--- src/rtl/bcd_sched_pkg.sv ---
// Shared types and defaults for the bin2bcd converter scheduler.
// Holds the FSM state encoding and the default channel, operand and timeout sizes.
package bcd_sched_pkg;

  localparam int unsigned NCH_DEF     = 4;
  localparam int unsigned WIDTH_DEF   = 16;
  localparam int unsigned TIMEOUT_DEF = 64;
  localparam int unsigned DIGITS      = 5;
  localparam int unsigned BCD_W       = 4 * DIGITS;

  typedef enum logic [1:0] {
    ST_IDLE    = 2'd0,
    ST_ISSUE   = 2'd1,
    ST_WAIT    = 2'd2,
    ST_PUBLISH = 2'd3
  } state_e;

  function automatic int unsigned idx_w(input int unsigned n);
    return (n > 1) ? $clog2(n) : 1;
  endfunction

endpackage

--- src/rtl/rr_arbiter.sv ---
// Round-robin picker: first requester strictly after last_grant_i, wrapping around.
// Outputs a one-hot grant and its index; all-zero when nothing requests.
module rr_arbiter
  import bcd_sched_pkg::*;
#(
  parameter  int unsigned NCH = NCH_DEF,
  localparam int unsigned CW  = idx_w(NCH)
) (
  input  logic [NCH-1:0] req_i,
  input  logic [CW-1:0]  last_grant_i,
  output logic [NCH-1:0] grant_o,
  output logic [CW-1:0]  grant_idx_o
);

  int unsigned   cand;
  logic [CW-1:0] cidx;

  always_comb begin
    grant_o     = '0;
    grant_idx_o = '0;
    cand        = 0;
    cidx        = '0;
    // Offsets are walked from NCH down to 1, so the nearest requester is the last to overwrite.
    for (int unsigned i = 0; i < NCH; i++) begin
      cand = 32'(last_grant_i) + NCH - i;
      if (cand >= NCH) begin
        cand = cand - NCH;
      end
      cidx = CW'(cand);
      if (req_i[cidx]) begin
        grant_o       = '0;
        grant_o[cidx] = 1'b1;
        grant_idx_o   = cidx;
      end
    end
  end

endmodule

--- src/rtl/bcd_conv_sched.sv ---
// Shares one external bin2bcd converter among NCH requesters with round-robin grant,
// a completion watchdog, and registered publish/ack/err pulses.
module bcd_conv_sched
  import bcd_sched_pkg::*;
#(
  parameter  int unsigned NCH     = NCH_DEF,
  parameter  int unsigned WIDTH   = WIDTH_DEF,
  parameter  int unsigned TIMEOUT = TIMEOUT_DEF,
  localparam int unsigned CW      = idx_w(NCH)
) (
  input  logic                 clk,
  input  logic                 rst,
  input  logic [NCH-1:0]       req,
  input  logic [NCH*WIDTH-1:0] bin_flat,
  output logic [NCH-1:0]       ack,
  output logic                 err,
  output logic                 out_valid,
  output logic [CW-1:0]        out_ch,
  output logic [BCD_W-1:0]     out_bcd,
  output logic                 cv_start,
  output logic [WIDTH-1:0]     cv_bin,
  input  logic                 cv_ready,
  input  logic                 cv_done_tick,
  input  logic [BCD_W-1:0]     cv_bcd
);

  localparam int unsigned     WDW     = idx_w(TIMEOUT);
  localparam logic [WDW-1:0]  WD_LAST = WDW'(TIMEOUT - 1);

  state_e           state_q;
  logic [CW-1:0]    last_q;
  logic [CW-1:0]    ch_q;
  logic [NCH-1:0]   gnt_q;
  logic [NCH-1:0]   ack_q;
  logic             err_q;
  logic             ov_q;
  logic [CW-1:0]    out_ch_q;
  logic [BCD_W-1:0] bcd_q;
  logic             start_q;
  logic [WIDTH-1:0] bin_q;
  logic [WDW-1:0]   wd_q;

  logic [NCH-1:0]   arb_req_d;
  logic [NCH-1:0]   grant_d;
  logic [CW-1:0]    grant_idx_d;
  logic [WIDTH-1:0] grant_op_d;

  // A channel whose ack is on the wire this cycle still shows req=1 at the closing edge.
  assign arb_req_d = req & ~ack_q;

  rr_arbiter #(
    .NCH (NCH)
  ) u_arb (
    .req_i        (arb_req_d),
    .last_grant_i (last_q),
    .grant_o      (grant_d),
    .grant_idx_o  (grant_idx_d)
  );

  always_comb begin
    grant_op_d = '0;
    for (int unsigned k = 0; k < NCH; k++) begin
      if (grant_d[k]) begin
        grant_op_d = bin_flat[k*WIDTH +: WIDTH];
      end
    end
  end

  always_ff @(posedge clk) begin
    if (rst) begin
      state_q  <= ST_IDLE;
      last_q   <= CW'(NCH - 1);
      ch_q     <= '0;
      gnt_q    <= '0;
      ack_q    <= '0;
      err_q    <= 1'b0;
      ov_q     <= 1'b0;
      out_ch_q <= '0;
      bcd_q    <= '0;
      start_q  <= 1'b0;
      bin_q    <= '0;
      wd_q     <= '0;
    end else begin
      ack_q   <= '0;
      err_q   <= 1'b0;
      ov_q    <= 1'b0;
      start_q <= 1'b0;
      unique case (state_q)
        ST_IDLE: begin
          if (cv_ready && (arb_req_d != '0)) begin
            gnt_q   <= grant_d;
            ch_q    <= grant_idx_d;
            bin_q   <= grant_op_d;
            start_q <= 1'b1;
            wd_q    <= '0;
            state_q <= ST_ISSUE;
          end
        end
        ST_ISSUE: begin
          // The start cycle counts toward the watchdog, so err lands TIMEOUT cycles after cv_start.
          wd_q    <= wd_q + WDW'(1);
          state_q <= ST_WAIT;
        end
        ST_WAIT: begin
          if (cv_done_tick) begin
            bcd_q    <= cv_bcd;
            out_ch_q <= ch_q;
            ov_q     <= 1'b1;
            ack_q    <= gnt_q;
            state_q  <= ST_PUBLISH;
          end else if (wd_q == WD_LAST) begin
            err_q   <= 1'b1;
            ack_q   <= gnt_q;
            state_q <= ST_IDLE;
          end else begin
            wd_q <= wd_q + WDW'(1);
          end
        end
        ST_PUBLISH: begin
          last_q  <= ch_q;
          state_q <= ST_IDLE;
        end
        default: begin
          state_q <= ST_IDLE;
        end
      endcase
    end
  end

  assign ack       = ack_q;
  assign err       = err_q;
  assign out_valid = ov_q;
  assign out_ch    = out_ch_q;
  assign out_bcd   = bcd_q;
  assign cv_start  = start_q;
  assign cv_bin    = bin_q;

endmodule

--- config.mk ---
export PLATFORM = sky130hd
export DESIGN_NAME = bcd_conv_sched
export DESIGN_NICKNAME = d
export VERILOG_FILES = /design/src/rtl/bcd_sched_pkg.sv /design/src/rtl/rr_arbiter.sv /design/src/rtl/bcd_conv_sched.sv
export SDC_FILE = /design/constraint.sdc
export NUM_CORES = 1
export LEC_CHECK = 0
export CAP_MARGIN = 25
export CORE_MARGIN = 10
export CORE_UTILIZATION = 46
export CTS_CLUSTER_DIAMETER = 120
export DETAILED_ROUTE_END_ITERATION = 12
export GPL_TIMING_DRIVEN = 0
export PLACE_DENSITY = 0.85
export SETUP_SLACK_MARGIN = 0.2
export SLEW_MARGIN = 10
export SYNTH_ARGS = -nofsm -noshare
export SYNTH_HDL_FRONTEND = slang
export SYNTH_SLANG_ARGS = --single-unit
--- constraint.sdc ---
create_clock -name clk -period 3.75 [get_ports clk]
set_input_delay 0.75 -clock clk [delete_from_list [all_inputs] [get_ports clk]]
set_output_delay 0.75 -clock clk [all_outputs]
set_load 0.005 [all_outputs]
==> impl_metrics.env <==
export IMPL_synth_fa_ha_area_share_pct=4.61
export IMPL_syn_area_sq_um=3250
export IMPL_setup_viol=0
export IMPL_synth_distinct_cells=44
export IMPL_postRouteAntennaNets=0
export IMPL_cts_tree="built"
export IMPL_clk_pin_slew_worst_paths_ns=0.07
export IMPL_hold_class="flop to flop"
export IMPL_tns_ns=0
export IMPL_syn_avg_cell_area_sq_um=8.12
export IMPL_drcViolationCount=0
export IMPL_dp_hpwl_um=8720
export IMPL_max_freq_mhz=302
export IMPL_globalRouteTotalUtil_pct=20.1
export IMPL_grt_pass1_wl_um=18000
export IMPL_intPower_uw=1670
export IMPL_finalHoldViolations=0
export IMPL_synth_top_family_by_area="simple AND/OR/NAND/NOR gates"
export IMPL_route_top_layer_used="met4"
export IMPL_ir_drop_uv=252
export IMPL_row_count=30
export IMPL_ios=137
export IMPL_num_vias=3485
export IMPL_postCtsSetupBuffers=0
export IMPL_areaGrowthSynthToFinish_pct=52.4
export IMPL_diodes=0
export IMPL_cap_violations=0
export IMPL_synthArstFlopShare_pct=0
export IMPL_path_max_fanout=10
export IMPL_first_pass_iters=5
export IMPL_clock_sinks=61
export IMPL_clock_latency_ns=0.34
export IMPL_dr_wl_met3_um=1160
export IMPL_hold_buffers=0
export IMPL_p_clk_share_pct=26.0
export IMPL_worst_slew_pin_slew_ns=0.830
export IMPL_first_global_vias=3610
export IMPL_fp_dieW_um=104
export IMPL_path_class="primary input to flop"
export IMPL_drt_wl_total_um=11200
export IMPL_first_iter_violations=265
export IMPL_cts_made_buffers=9
export IMPL_switching_share_pct=34.9
export IMPL_synth_xor_area_share_pct=1.08
export IMPL_cts_resized=0
export IMPL_p_leak_uw=0.00185
export IMPL_clock_root_buffer="clkbuf_8"
export IMPL_synth_compound_area_share_pct=24.0
export IMPL_wl_met1_um=4210
export IMPL_synth_mux_area_share_pct=3.77
export IMPL_viasPerCell=5.37
export IMPL_port_buffers=136
export IMPL_layout_commonest_cell="clkdlybuf4s50_1"
export IMPL_final_core_util_pct=72.6
export IMPL_crit_path_start_kind="primary input"
export IMPL_die_y_um=104
export IMPL_status="finished clean"
export IMPL_power_density_nw_per_um2=517
export IMPL_start_util_pct=47.6
export IMPL_seqPwrFrac_pct=31.3
export IMPL_period_needed_ns=3.31
export IMPL_post_route_period_util_pct=88.3
export IMPL_syn_instance_count=401
export IMPL_yosys_area_share_simple_pct=24.5
export IMPL_ys_flop_type="dfxtp_1"
export IMPL_combPwrFrac_pct=42.7
export IMPL_totalPowerFinal_uw=2570
export IMPL_grt_antenna_before_repair=0
export IMPL_rsz0062_at_grt="no"
export IMPL_ys_warn_count=0
export IMPL_drive_gt1_share_pct=7.59
export IMPL_htree_levels=3
export IMPL_drv_slew=0
export IMPL_grt_max_degree=11
export IMPL_core_sq_um=6830
export IMPL_required_ns=3.97
export IMPL_fin_worst_skew_ns=0.00850
export IMPL_layout_nets=652
export IMPL_wl_per_cell_um=17.2
export IMPL_arrival_ns=3.53
export IMPL_ys_ff_latch=61
export IMPL_dieArea_sq_um=10800
export IMPL_met2WireLength_um=5580
export IMPL_grt_ovfl_total=0
export IMPL_max_clock_path_buffers=2
export IMPL_relSlewSlack_pct=44.0
export IMPL_place_gp_congestion=0.841
export IMPL_mostFrequentLayoutCells="136 x clkdlybuf4s50_1, 82 x nand2_1, 61 x dfxtp_1"
export IMPL_ys_seq_area_share_pct=37.5
export IMPL_synth_edff_count=0
export IMPL_endpoint_kind="flop"
export IMPL_syn_num_nets=505
export IMPL_p_switching_uw=896
final timing paths:
check | start | to | slack, ns | cells after the start
max | req[0] | cv_bin[0]$_SDFFE_PP0P_ | 0.44 | 9
min | out_bcd[3]$_SDFFE_PP0P_ | out_bcd[3]$_SDFFE_PP0P_ | 0.46 | 2
max reg2reg | last_q[1]$_SDFFE_PP1N_ | cv_bin[0]$_SDFFE_PP0P_ | 0.68 | 9
min reg2reg | out_bcd[3]$_SDFFE_PP0P_ | out_bcd[3]$_SDFFE_PP0P_ | 0.46 | 2
worst max-delay path: stages:
cell and delay (ns):
clkdlybuf4s50_1 0.48, nor2b_1 0.42, mux4_2 0.46, mux2i_1 0.25, nor2_1 0.08, o22ai_2 0.27, clkbuf_1 0.44, a311o_1 0.29
a21oi_1 0.09
cell type report:
| class | instances | area, sq um |
|---|---|---|
| inverter | 6 | 22.5 |
| tap | 96 | 120 |
| sequential | 61 | 1220 |
| clock inverter | 4 | 70.1 |
| clock buffer | 12 | 155 |
| buffer | 25 | 128 |
| timing repair buffer | 136 | 1360 |
| fill | 506 | 1870 |
| multi-input combinational | 309 | 1880 |
per-stage QoR:
step / instances / setup WS (ns) / hold WS [ns] / cell area, sq um
CTS: 649 / 0.554 / 0.457 / 4960
global route: 649 / 0.320 / 0.474 / 4960
global placement: 633 / 0.299 / 0.441 / 4740
finish: 649 / 0.438 / 0.457 / 4960
detailed placement: 633 / 0.230 / 0.449 / 4740
floorplan: 401 / 1.09 / 0.430 / 3250
cells by family (layout without fill, tap and decap cells):
group / after synthesis / after routing
buf+inv: 31 / 183
fa+ha+maj: 12 / 12
flops: 61 / 61
simple gates: 175 / 175
mux: 6 / 6
compound gates: 112 / 112
xor+xnor: 4 / 4
synth_stat cells, types with 2 or more instances:
cell type	count	area, sq um
xor2_1	2	17.5
a31oi_1	2	12.5
nand3_1	10	50.1
nor2_1	38	143
nand4_1	3	18.8
clkbuf_1	15	56.3
or3_1	2	12.5
dfxtp_1	61	1220
a22oi_1	2	15.0
a311oi_1	2	17.5
o211a_1	5	50.1
buf_6	3	33.8
ha_1	12	150
nand2b_1	7	43.8
xnor2_1	2	17.5
a311o_1	11	110
nor3_1	4	20.0
buf_2	3	15.0
nand3b_1	11	82.6
o21ai_0	15	75.1
buf_4	2	15.0
mux4_2	5	113
nand2_1	82	308
inv_1	5	18.8
buf_1	2	7.51
a211oi_2	2	25.0
and2_1	4	25.0
o32ai_2	5	81.3
nor2b_1	4	25.0
a21oi_1	58	290
o211ai_1	3	22.5
and3_1	7	43.8
power groups by stage:
stage	Combinational [uW]	Clock, uW	Sequential, uW
global placement	1060	0	811
floorplan	661	0	813
CTS	1090	674	803
detailed placement	1090	0	816
finish	1100	666	804
global route	1190	699	816
per-layer routing:
layer  GRT usage [%]  vias up
li1                -     1711
met1            21.3     1601
met4            7.95        0
met2            34.7      154
met3            7.93       19
met5               0        -
flip-flops by register name (all words and copies together), names as in the netlist:
register and flops:
ack 4, ch_q 2, cv_bin 16, cv_start 1
err 1, gnt_q 4, last_q 2, out_bcd 20
out_ch 2, out_valid 1, state_q 2, wd_q 6
Note: power is estimated with default switching activity, not from simulation.
